File: config.mk
export PLATFORM = sky130hd
export DESIGN_NAME = rs_n7k5_err_monitor
export DESIGN_NICKNAME = d
export VERILOG_FILES = /design/src/rtl/rs_n7k5_err_monitor.sv
export SDC_FILE = /design/constraint.sdc
export NUM_CORES = 1
export LEC_CHECK = 0
export CAP_MARGIN = 10
export CORE_MARGIN = 3
export CORE_UTILIZATION = 49
export CTS_CLUSTER_DIAMETER = 50
export DETAILED_ROUTE_END_ITERATION = 7
export GPL_TIMING_DRIVEN = 0
export PLACE_DENSITY = 0.85
export SLEW_MARGIN = 0
export SYNTH_ARGS = -nofsm -noshare
export SYNTH_HDL_FRONTEND = slang
export SYNTH_SLANG_ARGS = --single-unit
export TNS_END_PERCENT = 100
File: constraint.sdc
create_clock -name clk -period 7.1 [get_ports clk]
set_input_delay 1.42 -clock clk [delete_from_list [all_inputs] [get_ports clk]]
set_output_delay 1.42 -clock clk [all_outputs]
set_load 0.005 [all_outputs]
File: src/rtl/rs_n7k5_err_monitor.sv
// rs_n7k5_err_monitor: registers RS(7,5) decoder-bank payloads, counts errored frames/lanes, tracks FEC lock
//
// Sits after a bank of NUM_DEC parallel RS(7,5) GF(8) decoders and ahead of
// the descrambler. One frame (all lanes) arrives per cycle when dec_valid_i=1.
//
// Optional feature macro: RS_MON_QUALIFY_EN
//   defined   -> data_o / data_valid_o are suppressed (zero) while locked_o=0
//   undefined -> data_o / data_valid_o follow dec_valid_i regardless of lock
//
// Ports:
//   clk            system clock
//   rst_n          asynchronous reset, active-low
//   dec_valid_i    decoder outputs carry a frame this cycle
//   dec_msg_i      decoded payloads, lane k at [15k +: 15]
//   dec_err_i      decoder error fields, lane k at [2k +: 2]; non-zero = errored lane
//   cnt_clr_i      synchronous clear of both error counters (wins over a frame)
//   data_o         registered payload (holds when no frame arrives)
//   data_valid_o   data_o carries a frame captured on the last edge
//   frame_err_o    captured frame had at least one errored lane
//   frm_err_cnt_o  saturating count of errored frames
//   lane_err_cnt_o saturating count of errored lanes
//   locked_o       FEC lock status (LOCKED or UNLOCKING)
module rs_n7k5_err_monitor #(
    parameter int NUM_DEC    = 4,
    parameter int CNT_W      = 16,
    parameter int LOCK_THR   = 8,
    parameter int UNLOCK_THR = 4
) (
    input  logic                   clk,
    input  logic                   rst_n,
    input  logic                   dec_valid_i,
    input  logic [NUM_DEC*15-1:0]  dec_msg_i,
    input  logic [NUM_DEC*2-1:0]   dec_err_i,
    input  logic                   cnt_clr_i,
    output logic [NUM_DEC*15-1:0]  data_o,
    output logic                   data_valid_o,
    output logic                   frame_err_o,
    output logic [CNT_W-1:0]       frm_err_cnt_o,
    output logic [CNT_W-1:0]       lane_err_cnt_o,
    output logic                   locked_o
);
    localparam int RUN_MAX = (LOCK_THR > UNLOCK_THR) ? LOCK_THR : UNLOCK_THR;
    localparam int RUN_W   = $clog2(RUN_MAX + 1);
    localparam int ERR_W   = $clog2(NUM_DEC + 1);

    typedef enum logic [1:0] {UNLOCKED, LOCKING, LOCKED, UNLOCKING} stateT;

    stateT                  state;
    logic [RUN_W-1:0]       run;
    logic [RUN_W-1:0]       runInc;
    logic [ERR_W-1:0]       nErr;
    logic                   frameErr;
    logic [NUM_DEC*15-1:0]  dataReg;
    logic                   validReg;
    logic [CNT_W:0]         frmSum;
    logic [CNT_W:0]         laneSum;

    always_comb begin
        nErr = '0;
        for (int k = 0; k < NUM_DEC; k++)
            nErr = nErr + ERR_W'(|dec_err_i[2*k +: 2]);
    end

    assign frameErr = (nErr != '0);
    assign runInc   = run + RUN_W'(1);

    // One extra bit catches the overshoot so the counters clamp instead of wrapping
    assign frmSum  = {1'b0, frm_err_cnt_o}  + (CNT_W+1)'(frameErr);
    assign laneSum = {1'b0, lane_err_cnt_o} + (CNT_W+1)'(nErr);

    always_ff @(posedge clk or negedge rst_n) begin
        if (!rst_n) begin
            dataReg        <= '0;
            validReg       <= 1'b0;
            frame_err_o    <= 1'b0;
            frm_err_cnt_o  <= '0;
            lane_err_cnt_o <= '0;
        end else begin
            validReg    <= dec_valid_i;
            frame_err_o <= dec_valid_i & frameErr;
            if (dec_valid_i)
                dataReg <= dec_msg_i;
            if (cnt_clr_i) begin
                frm_err_cnt_o  <= '0;
                lane_err_cnt_o <= '0;
            end else if (dec_valid_i) begin
                frm_err_cnt_o  <= frmSum[CNT_W]  ? '1 : frmSum[CNT_W-1:0];
                lane_err_cnt_o <= laneSum[CNT_W] ? '1 : laneSum[CNT_W-1:0];
            end
        end
    end

    // Lock FSM: run counts consecutive clean frames while acquiring and
    // consecutive errored frames while losing lock; only valid frames count.
    always_ff @(posedge clk or negedge rst_n) begin
        if (!rst_n) begin
            state    <= UNLOCKED;
            run      <= '0;
            locked_o <= 1'b0;
        end else if (dec_valid_i) begin
            case (state)
                UNLOCKED: begin
                    if (frameErr) begin
                        run <= '0;
                    end else if (LOCK_THR == 1) begin
                        state    <= LOCKED;
                        run      <= '0;
                        locked_o <= 1'b1;
                    end else begin
                        state <= LOCKING;
                        run   <= RUN_W'(1);
                    end
                end
                LOCKING: begin
                    if (frameErr) begin
                        state <= UNLOCKED;
                        run   <= '0;
                    end else if (runInc == RUN_W'(LOCK_THR)) begin
                        state    <= LOCKED;
                        run      <= '0;
                        locked_o <= 1'b1;
                    end else begin
                        run <= runInc;
                    end
                end
                LOCKED: begin
                    if (frameErr && UNLOCK_THR == 1) begin
                        state    <= UNLOCKED;
                        run      <= '0;
                        locked_o <= 1'b0;
                    end else if (frameErr) begin
                        state <= UNLOCKING;
                        run   <= RUN_W'(1);
                    end
                end
                default: begin
                    if (!frameErr) begin
                        state <= LOCKED;
                        run   <= '0;
                    end else if (runInc == RUN_W'(UNLOCK_THR)) begin
                        state    <= UNLOCKED;
                        run      <= '0;
                        locked_o <= 1'b0;
                    end else begin
                        run <= runInc;
                    end
                end
            endcase
        end
    end

`ifdef RS_MON_QUALIFY_EN
    // Gating by the registered lock bit uses the post-edge lock state
    assign data_o       = locked_o ? dataReg : '0;
    assign data_valid_o = validReg & locked_o;
`else
    assign data_o       = dataReg;
    assign data_valid_o = validReg;
`endif

endmodule

After elaboration in Yosys (flattened, before gate mapping)
Index checks and enable logic that the tools add are counted.

Register bits after elaboration: 101. Latch bits: 0. Memory bits (writable): 0. ROM bits: 0. Input bits: 72. Output and inout port bits: 95. Memories kept: 0.

Add/sub/neg operators: 6. Multipliers: 0. Div/mod/pow operators: 0. Order comparisons: 0. Eq/ne operators: 10. Shifts and indexed selects: 0. Muxes and demuxes: 25. Bitwise gates (word level): 2. Reduce and logical (&&, ||, !) cells: 13.

Operator list (number): 16-bit 2-to-1 mux (6); 4-bit 2-to-1 mux (5); 16-bit by 1-bit adder with 17-bit output (1); 16-bit by 3-bit adder with 17-bit output (1); 2-bit 2-to-1 mux (6); 4-bit case mux with 3 select lines (1); 2-bit OR reduction (5); 2-bit inequality test, second input constant (4); 2-bit case mux with 3 select lines (1); 6-bit AND reduction (1); 2-bit nonzero test (3); 1-bit 2-to-1 mux (5); 5-bit AND reduction (1); 4-bit by 1-bit adder with 4-bit output, second input constant (1); 4-bit by 3-bit equality test with 1-bit output, second input constant (1); 4-bit equality test, second input constant (1); 4-bit by 1-bit inequality test with 1-bit output, second input constant (1); 2-bit by 1-bit adder with 3-bit output (1); 3-bit by 1-bit adder with 3-bit output (1); 3-bit inequality test, second input constant (1); 3-bit nonzero test (1); 1-bit by 1-bit adder with 2-bit output (1); 2-bit by 1-bit equality test with 1-bit output, second input constant (1); 2-bit equality test, second input constant (1); other kinds (5) (5).

Logic depth before layout (Yosys ltp)
Gate-level depths: netlist of the first run.

Word-level depth: 9. Gate-level depth with buffers: 12. Gate-level depth less buffers: 11.

Worst setup path before layout of the first run
OpenSTA, ideal clock, no wires.

Path type: in2reg. Start point: input dec_err_i[1]. End point: register lane_err_cnt_o[1]. Data arrival time: 4486 ps. Data required time: 7001 ps. Path slack: 2514 ps. Cell stages on the path: 11. Path through: or2_2 -> fa_1 -> ha_1 -> ha_1 -> inv_1 -> fa_1 -> nand2b_1 -> and2_1 -> or4_4 -> buf_6 -> a311oi_1.

Longest elaborated chain between the ends: 8.

RTL lines: start, declared (RTL line 33) `input logic [NUM_DEC*2-1:0] dec_err_i,`; 2-bit OR reduction (RTL line 61) `nErr = nErr + ERR_W'(|dec_err_i[2*k +: 2]);`; 1-bit by 1-bit adder with 2-bit output (RTL line 61); 2-bit by 1-bit adder with 3-bit output (RTL line 61); 3-bit by 1-bit adder with 3-bit output (RTL line 61); 16-bit by 3-bit adder with 17-bit output (RTL line 69) `assign laneSum = {1'b0, lane_err_cnt_o} + (CNT_W+1)'(nErr);`; 16-bit 2-to-1 mux (RTL line 88) `lane_err_cnt_o <= laneSum[CNT_W] ? '1 : laneSum[CNT_W-1:0];`; 16-bit 2-to-1 mux (RTL line 86) `end else if (dec_valid_i) begin`; 16-bit 2-to-1 mux (RTL line 83) `if (cnt_clr_i) begin`; end signal, assigned (RTL line 88); end, declared (RTL line 39) `output logic [CNT_W-1:0] lane_err_cnt_o,`.

No other way between the ends. The select of a mux whose other input is x is not followed. A chain may end at the register's enable or synchronous reset.

Final worst setup path of the first run
Start point: input dec_err_i[1]. End point: register lane_err_cnt_o[11].

The elaborated chain is that of the path after synthesis.

==> results.json, run 1 <==
{
  "irDropWorstVdd_v": 0.0001245,
  "r2r_slack_ns": 4.37,
  "fin_crit_ns": 4.972,
  "status": "finished clean",
  "start_kind": "input pin",
  "rsz0062_at_grt": "no",
  "drv_cap": 0,
  "synthArstFlopShare_pct": 100.0,
  "place_area_um2": 6564,
  "criticalPathCategory": "input pin to register",
  "synth_edf_count": 0,
  "stdcell_area_um2": 6741,
  "maxSlewHeadroom_pct": 55.70,
  "yosys_warnings": 0,
  "vias": 3925,
  "synth_cell_types": 50,
  "rows": 35,
  "antenna_left": 0,
  "pre_cts_ws_ns": 1.758,
  "via_per_inst": 5.559,
  "powerDensity_nw_per_um2": 200.3,
  "fill_cells": 686,
  "ys_seq_elements": 101,
  "synth.cell_area_um2": 4716,
  "dr.pass1.iters": 5,
  "cts_hold_buf": 0,
  "clk_path_buf_depth": 2,
  "grt_first_pass_wirelength_um": 19410,
  "port_buffers": 166,
  "grt_max_degree": 53,
  "critPathCaptureType": "register",
  "finalSetupTns_ns": 0,
  "worstHoldStart": "data_o[58]$_DFFE_PN0P_",
  "finalMaxSlewViolations": 0,
  "synth_adder_area_share_pct": 4.033,
  "clk_pin_slew_worst_paths_ns": 0.09,
  "crit_fanout": 10,
  "synthSimpleGateAreaFrac_pct": 10.48,
  "yosysTopAreaCell": "dfrtp_1",
  "postSynthAreaPerCell_um2": 11.97,
  "arrival_ns": 5.21,
  "synth_compound_area_share_pct": 13.69,
  "ctsHtreeMaxLevel": 3,
  "antenna_found_initial": 0,
  "ys_seq_area_share_pct": 53.60,
  "post-route-period-util_pct": 70.03,
  "synthFlopType": "dfrtp_1",
  "tightest_slew_ns": 0.6644,
  "leakage_nw": 2.650,
  "initialDrtViolationCount": 225,
  "synth_top_family_by_area": "multiplexers",
  "avgRoutedWirePerCell_um": 16.44,
  "fmaxAchievable_ghz": 0.2011,
  "areaGrowthSynthToFinish_pct": 42.96,
  "final_nets": 658,
  "io_pins": 167,
  "grt_pass1_vias": 3988,
  "synth_top_area_share_pct": 53.60,
  "die_w_um": 104.1,
  "coreArea_um2": 9284,
  "finalSetupViolCount": 0,
  "drcViolationCount": 0,
  "synth_xor_area_share_pct": 0.3715,
  "finClkSkew_ns": 0.008084,
  "hold_viol_final": 0,
  "cts_sinks": 101,
  "numCtsBuffers": 9,
  "cp-startpoint": "dec_err_i[1]",
  "cts_root_buffer": "clkbuf_8",
  "worstSkewPairLatency_ns": 0.35,
  "start_util_pct": 50.80,
  "grt_overflow": 0,
  "design.die.area_um2": 10840,
  "die_height_um": 104.1,
  "grtUsageTotal_pct": 21.52,
  "drt_wl_total_um": 11610,
  "setup_ws_ns": 2.128,
  "cts_tree": "built",
  "drive_above_1_share_pct": 15.42,
  "regToRegStartpoint": "lane_err_cnt_o[0]$_DFFE_PN0P_",
  "whs_ns": 0.5106,
  "synth_cells": 394,
  "fin_util_pct": 72.61,
  "synthTopCellsByArea": "dfrtp_1 54%, mux2_2 14%, a211oi_1 3.3%",
  "critPathRequiredTime_ns": 7.33,
  "antenna_cells": 0,
  "post_cts_buffers": 0,
  "hold_path_class": "register to register",
  "muxShareOfSynthArea_pct": 14.96,
  "cts_resized": 0,
  "place.gp.congestion": 0.9302,
  "syn-num-nets": 480,
  "dp_hpwl_um": 8820
}
==> metrics by stage <==
| stage | cells | power (mW) |
|---|---|---|
| finish | 706 | 1.350 |
| global route | 706 | 1.426 |
| CTS | 706 | 1.364 |
| detailed placement | 690 | 1.032 |
| global placement | 689 | 1.011 |
| floorplan | 394 | 0.8434 |
==> cell usage after synthesis, drive strengths merged (4+ instances only) <==
master / count
a311oi: 10
or2: 5
nor3: 10
nand3: 11
nand4: 8
a31oi: 8
and2: 4
nor4: 6
nor2: 24
dfrtp: 101
clkbuf: 14
and3: 6
nand2: 11
a211oi: 21
ha: 12
o21bai: 4
a21oi: 17
o21ai: 6
mux2: 60
a41oi: 5
inv: 18
==> sequential cells by signal (all words and copies together) (netlist names), named ones only <==
name and flops:
data_o 60, frame_err_o 1, lane_err_cnt_o 16, frm_err_cnt_o 16, run 4, state 1, locked_o 1, data_valid_o 1
==> path summary, 6_finish.rpt <==
kind                       cells after the start                             end
max                                           12  lane_err_cnt_o[11]$_DFFE_PN0P_
min                                            1          data_o[58]$_DFFE_PN0P_
max reg2reg                                    8  lane_err_cnt_o[11]$_DFFE_PN0P_
min reg2reg                                    1          data_o[58]$_DFFE_PN0P_
max in group asynchronous                      2          data_o[36]$_DFFE_PN0P_
min in group asynchronous                      1  lane_err_cnt_o[10]$_DFFE_PN0P_
==> layout make-up <==
cell class	instances	area (um^2)	share of cell area [%]
Buffer	16	67.56	1.002
Sequential cell	101	2527	37.49
Multi-Input combinational cell	259	2053	30.46
Clock buffer	11	141.4	2.097
Inverter	18	67.56	1.002
Timing Repair Buffer	167	1687	25.02
Clock inverter	5	36.28	0.5382
Tap cell	129	161.4	2.394
==> power by group <==
group	leakage [nW]	internal [mW]	switching (mW)	total (mW)
clock	0.0815	0.137	0.192	0.329
combinational	1.31	0.198	0.161	0.359
sequential	1.26	0.627	0.0364	0.663
==> worst max-delay path: stages <==
cell and delay, ns:
clkdlybuf4s50_1 0.39, or2_2 0.31, fa_1 0.52, ha_1 0.23, ha_1 0.31, inv_1 0.07
fa_1 0.43, nand2b_1 0.24, and2_1 0.22, or4_4 0.56, buf_6 0.16, a311oi_1 0.35
==> routing by layer <==
layer / vias up / track usage, % / routed length [um]
met4: 0 / 6.363 / 136
met3: 14 / 5.711 / 918
met5: - / 0 / 0
met1: 1915 / 27.60 / 4834
met2: 165 / 35.98 / 5720
li1: 1831 / - / -
==> placed cells by master (no fill, tap or decap), types with 2 or more instances in the layout <==
cell             count
clkdlybuf4s50_1    165
dfrtp_1            101
mux2_2              60
nor2_1              24
a211oi_1            21
inv_1               18
a21oi_1             17
clkbuf_1            15
ha_1                12
nand2_1             11
nor3_1              10
nand3_1             10
a311oi_1            10
clkbuf_8            10
nand4_1              8
a31oi_1              8
and3_1               6
nor4_1               6
o21ai_0              6
or2_2                5
a41oi_1              5
o21bai_1             4
and2_1               3
mux2i_1              3
clkinvlp_4           3
a21boi_0             2
o21a_1               2
o2111ai_1            2
fa_1                 2
==> cell families after synthesis <==
family          Yosys count
flops                   101
buf+inv                  34
xor+xnor                  2
fa+ha+maj                14
simple gates             92
mux                      63
compound gates           88
Note: power is estimated with default switching activity, not from simulation.
==> run 2, diff against run 1 <==
--- a/config.mk
+++ b/config.mk
@@ -7,11 +7,11 @@
 export LEC_CHECK = 0
 export CAP_MARGIN = 10
 export CORE_MARGIN = 3
-export CORE_UTILIZATION = 49
+export CORE_UTILIZATION = 45
 export CTS_CLUSTER_DIAMETER = 50
 export DETAILED_ROUTE_END_ITERATION = 7
 export GPL_TIMING_DRIVEN = 0
-export PLACE_DENSITY = 0.85
+export PLACE_DENSITY = 0.79
 export SLEW_MARGIN = 0
 export SYNTH_ARGS = -nofsm -noshare
 export SYNTH_HDL_FRONTEND = slang
==> constraint.sdc (replaced) <==
create_clock -name clk -period 4.6 [get_ports clk]
set_input_delay 0.92 -clock clk [delete_from_list [all_inputs] [get_ports clk]]
set_output_delay 0.92 -clock clk [all_outputs]
set_load 0.005 [all_outputs]
==> run 2 against run 1 <==
- register-to-register slack got worse by 2.4 ns
- utilization fell by 5.0 points
- die area rose by 8.4%
- flip-flop and latch count did not move
- hold slack barely moved
- sequential share of layout area fell by 0.10 points
- clock power rose by 70%
- via count fell by 0.87%
- power rose by 58%
- final cell count rose by 0.57%
- global-route usage fell by 1.0 points
==> results.json, run 2 (synthesis results as in run 1) <==
{
  "drt_wl_total_um": 11980,
  "irDropWorstVdd_v": 0.0001817,
  "grt_first_pass_wirelength_um": 19070,
  "fin_util_pct": 67.61,
  "critPathCaptureType": "register",
  "avgRoutedWirePerCell_um": 16.88,
  "final_cell_mix": "165 x clkdlybuf4s50_1, 101 x dfrtp_1, 60 x mux2_2",
  "clk_path_buf_depth": 2,
  "dp_hpwl_um": 8939,
  "die_w_um": 108.4,
  "port_buffers": 166,
  "fmaxAchievable_ghz": 0.2286,
  "final_common_cell": "clkdlybuf4s50_1",
  "coreArea_um2": 10000,
  "numCtsBuffers": 9,
  "arrival_ns": 4.61,
  "finalSetupViolCount": 0,
  "hold_path_class": "register to register",
  "ctsHtreeMaxLevel": 3,
  "grt_pass1_vias": 3878,
  "final_nets": 658,
  "whs_ns": 0.5104,
  "dr.pass1.iters": 4,
  "post-route-period-util_pct": 95.08,
  "grt_max_degree": 56,
  "design.die.area_um2": 11740,
  "antenna_cells": 0,
  "place.gp.congestion": 0.8793,
  "rows": 36,
  "grt_overflow": 0,
  "cts_tree": "built",
  "cts_hold_buf": 0,
  "final_cells": 710,
  "regArea_um2": 2527,
  "finalMaxSlewViolations": 0,
  "hold_viol_final": 0,
  "criticalPathCategory": "input pin to register",
  "io_pins": 167,
  "crit_fanout": 10,
  "areaGrowthSynthToFinish_pct": 43.35,
  "setup_ws_ns": 0.2264,
  "largest_register_ffs": 60,
  "cts_sinks": 101,
  "drive_above_1_share_pct": 15.25,
  "worstSkewPairLatency_ns": 0.35,
  "vias": 3891,
  "status": "finished clean",
  "critPathRequiredTime_ns": 4.84,
  "antenna_left": 0,
  "die_height_um": 108.4,
  "start_util_pct": 47.16,
  "cts_root_buffer": "clkbuf_8",
  "multi_input_area_um2": 2053,
  "maxSlewHeadroom_pct": 52.50,
  "clk_pin_slew_worst_paths_ns": 0.09,
  "tightest_slew_ns": 0.7124,
  "dpl.cell_count": 694,
  "grtUsageTotal_pct": 20.51,
  "fin_crit_ns": 4.374,
  "post_cts_buffers": 0,
  "rsz0062_at_grt": "no",
  "via_per_inst": 5.480,
  "leakage_nw": 2.663,
  "fill_cells": 817,
  "drcViolationCount": 0,
  "finClkSkew_ns": 0.01272,
  "start_kind": "input pin",
  "initialDrtViolationCount": 313,
  "powerDensity_nw_per_um2": 315.6,
  "drv_cap": 0,
  "cts_resized": 0,
  "pre_cts_ws_ns": -0.1222,
  "antenna_found_initial": 0
}
## run 2: power breakdown
part	internal, mW	total [mW]	leakage [nW]	switching, mW
logic	0.305	0.553	1.31	0.248
registers	0.967	1.02	1.26	0.0551
clock network	0.255	0.558	0.0939	0.303
total	1.53	2.13	2.66	0.606
## run 2: per-layer routing
metal / vias to the layer above / GRT usage, % / wire, um
met5: - / 0 / 0
met4: 0 / 6.853 / 175
met3: 15 / 6.030 / 1016
met2: 156 / 33.93 / 5867
met1: 1878 / 25.82 / 4922
li1: 1842 / - / -
## run 2: final cells by class
cell class	instances	share of cell area, %
Sequential cell	101	37.39
Multi-Input combinational cell	259	30.37
Timing Repair Buffer	167	24.95
Tap cell	133	2.462
Clock buffer	11	1.943
Buffer	16	0.9994
Inverter	18	0.9994
Clock inverter	5	0.8884
## run 2: critical path, cell delays in order
cell             delay, ns
clkdlybuf4s50_1       0.39
or2_2                 0.31
fa_1                  0.49
ha_1                  0.21
ha_1                  0.31
inv_1                 0.06
fa_1                  0.42
nand2b_1              0.25
and2_1                0.23
or4_4                 0.55
buf_6                 0.16
a311oi_1              0.28
## run 2: worst paths after layout
| check | to | slack (ns) | cells past startpoint | from |
|---|---|---|---|---|
| worst max-delay path | lane_err_cnt_o[1]$_DFFE_PN0P_ | 0.23 | 12 | dec_err_i[1] |
| worst max register to register | lane_err_cnt_o[1]$_DFFE_PN0P_ | 1.95 | 8 | lane_err_cnt_o[0]$_DFFE_PN0P_ |
| max in group asynchronous | lane_err_cnt_o[7]$_DFFE_PN0P_ | 3.30 | 2 | rst_n |
| worst min-delay path | data_o[37]$_DFFE_PN0P_ | 0.51 | 1 | data_o[37]$_DFFE_PN0P_ |
| worst min register to register | data_o[37]$_DFFE_PN0P_ | 0.51 | 1 | data_o[37]$_DFFE_PN0P_ |
| min in group asynchronous | data_o[16]$_DFFE_PN0P_ | 0.60 | 1 | rst_n |
## run 2: through the flow
| step | instance area, um^2 | total power, mW | TNS [ns] |
|---|---|---|---|
| 2_1_floorplan | 4716 | 1.302 | 0 |
| 4_1_cts | 6760 | 2.152 | 0 |
| 3_3_place_gp | 6544 | 1.564 | -114.03 |
| 3_5_place_dp | 6569 | 1.590 | -0.5954 |
| 5_1_grt | 6760 | 2.267 | 0 |
| 6_report | 6760 | 2.133 | 0 |
==> run 3, diff against run 2 <==
--- a/config.mk
+++ b/config.mk
@@ -11,7 +11,7 @@
 export CTS_CLUSTER_DIAMETER = 50
 export DETAILED_ROUTE_END_ITERATION = 7
 export GPL_TIMING_DRIVEN = 0
-export PLACE_DENSITY = 0.79
+export PLACE_DENSITY = 0.8
 export SLEW_MARGIN = 0
 export SYNTH_ARGS = -nofsm -noshare
 export SYNTH_HDL_FRONTEND = slang
==> run 3 against run 2 <==
- cell area unchanged
- largest power group unchanged
- highest routed layer unchanged
- power down 0.66%
- flip-flop and latch count unchanged
==> results.json, run 3 (synthesis results as in run 1) <==
{
  "p_clk_share_pct": 25.8,
  "arrival_ns": 4.58,
  "start_util_pct": 47.16,
  "cts_sinks": 101,
  "antenna_cells": 0,
  "clk_path_buf_depth": 2,
  "final_cell_mix": "165 x clkdlybuf4s50_1, 101 x dfrtp_1, 60 x mux2_2",
  "critPathRequiredTime_ns": 4.84,
  "min_delay_path_depth": 1,
  "coreArea_um2": 10000,
  "fin_crit_ns": 4.333,
  "cp-startpoint": "dec_err_i[1]",
  "crit_fanout": 10,
  "rows": 36,
  "largest_register_ffs": 60,
  "grtUsageTotal_pct": 19.86,
  "endpoint": "lane_err_cnt_o[1]$_DFFE_PN0P_",
  "irDropWorstVdd_v": 0.0001943,
  "regToRegStartpoint": "lane_err_cnt_o[0]$_DFFE_PN0P_",
  "die_w_um": 108.4,
  "finClkSkew_ns": 0.01088,
  "final_nets": 658,
  "critical_path_depth": 12,
  "cts_tree": "built",
  "grt_max_degree": 53,
  "leakage_nw": 2.661,
  "io_pins": 167,
  "clk_pin_slew_worst_paths_ns": 0.09,
  "drt_wl_total_um": 11620,
  "finalSetupTns_ns": 0,
  "start_kind": "input pin",
  "post_cts_buffers": 0,
  "finalMaxSlewViolations": 0,
  "pwr-share-seq_pct": 48.2,
  "maxSlewHeadroom_pct": 53.88,
  "grt_first_pass_wirelength_um": 18660,
  "pwr-share-comb_pct": 25.9,
  "p_int_mw": 1.522,
  "port_buffers": 166,
  "dr.pass1.iters": 5,
  "grt_overflow": 0,
  "criticalPathCategory": "input pin to register",
  "drv_cap": 0,
  "worstSkewPairLatency_ns": 0.35,
  "reg2reg_depth": 8,
  "ctsHtreeMaxLevel": 3,
  "cts_hold_buf": 0,
  "fmaxAchievable_ghz": 0.2308,
  "avgRoutedWirePerCell_um": 16.36,
  "numCtsBuffers": 9,
  "post-route-period-util_pct": 94.19,
  "finalSetupViolCount": 0,
  "place.gp.congestion": 0.8710,
  "drive_above_1_share_pct": 15.42,
  "regToRegEndpoint": "lane_err_cnt_o[1]$_DFFE_PN0P_",
  "power_switching_mw": 0.5967,
  "hold_viol_final": 0,
  "antenna_found_initial": 0,
  "vias": 3889,
  "switching_share_pct": 28.16,
  "initialDrtViolationCount": 309,
  "final_common_cell": "clkdlybuf4s50_1",
  "crit_slowest_cell": "or4_4",
  "powerDensity_nw_per_um2": 313.5,
  "areaGrowthSynthToFinish_pct": 43.35,
  "status": "finished clean",
  "tightest_slew_ns": 0.6918,
  "via_per_inst": 5.477,
  "antenna_left": 0,
  "design.die.area_um2": 11740,
  "cp_top_family": "adder cells",
  "fin_util_pct": 67.61,
  "crit_chain": "clkdlybuf4s50_1, or2_2, fa_1, ha_1, ha_1, inv_1, fa_1, nand2b_1, and2_1, or4_4, buf_6, a311oi_1",
  "crit_path_max_incr_delay_ns": 0.56,
  "rsz0062_at_grt": "no",
  "cts_resized": 0,
  "drcViolationCount": 0,
  "critPathCaptureType": "register",
  "r2r_slack_ns": 1.98,
  "die_height_um": 108.4,
  "dp_hpwl_um": 8780,
  "grt_pass1_vias": 3839,
  "cts_root_buffer": "clkbuf_8",
  "hold_path_class": "register to register",
  "finalPower_mw": 2.119,
  "critPathBufInv": 3
}
-- run 3: how the worst min path moves through the flow --
| stage | startpoint | to | slack, ns |
|---|---|---|---|
| floorplan | frm_err_cnt_o[9]$_DFFE_PN0P_ | frm_err_cnt_o[9]$_DFFE_PN0P_ | 0.49 |
| global placement | data_o[57]$_DFFE_PN0P_ | data_o[57]$_DFFE_PN0P_ | 0.49 |
| detailed placement | data_o[42]$_DFFE_PN0P_ | data_o[42]$_DFFE_PN0P_ | 0.49 |
| CTS | frm_err_cnt_o[9]$_DFFE_PN0P_ | frm_err_cnt_o[9]$_DFFE_PN0P_ | 0.51 |
| global route | data_o[42]$_DFFE_PN0P_ | data_o[42]$_DFFE_PN0P_ | 0.52 |
| finish | data_o[57]$_DFFE_PN0P_ | data_o[57]$_DFFE_PN0P_ | 0.51 |
-- run 3: power by group through the flow --
| stage | logic (mW) | registers, mW | clock network, mW |
|---|---|---|---|
| after floorplan | 0.264 | 1.04 | 0 |
| after global placement | 0.527 | 1.03 | 0 |
| after detailed placement | 0.549 | 1.04 | 0 |
| after CTS | 0.553 | 1.02 | 0.570 |
| after global routing | 0.608 | 1.04 | 0.608 |
| final | 0.550 | 1.02 | 0.548 |
-- run 3: layout make-up --
cell class / count / area, um^2
fill: 781 / 3239
sequential: 101 / 2527
multi-input combinational: 259 / 2053
timing repair buffer: 167 / 1687
tap: 133 / 166.4
clock buffer: 10 / 127.6
buffer: 16 / 67.56
inverter: 18 / 67.56
clock inverter: 6 / 63.81
-- run 3: per-layer routing --
metal  routed length (um)  vias to the layer above  track usage, %
li1                     -                     1831               -
met1                 4694                     1896           24.91
met2                 5724                      152           33.04
met3                 1080                       10           6.149
met4                  120                        0           6.041
met5                    0                        -               0
-- run 3: worst register-to-register path, delay by kind of cell (launching register included) --
| family | cells | cell delay (ns) |
|---|---|---|
| AO/OA/AOI/OAI | 1 | 0.27 |
| adder cells (fa/ha/maj) | 2 | 0.59 |
| buffers and inverters | 2 | 0.23 |
| AND/OR/NAND/NOR | 3 | 1.05 |
| flip-flops | 1 | 0.38 |
-- run 3: metrics by stage --
stage / worst slack [ns] / cells / hold WS, ns / area, um^2
5_1_grt: 0.1149 / 710 / 0.5244 / 6760
6_report: 0.2674 / 710 / 0.5110 / 6760
2_1_floorplan: 0.5142 / 394 / 0.4922 / 4716
3_5_place_dp: -0.1057 / 694 / 0.4941 / 6569
4_1_cts: 0.2560 / 710 / 0.5147 / 6760
3_3_place_gp: -1.159 / 693 / 0.4890 / 6544
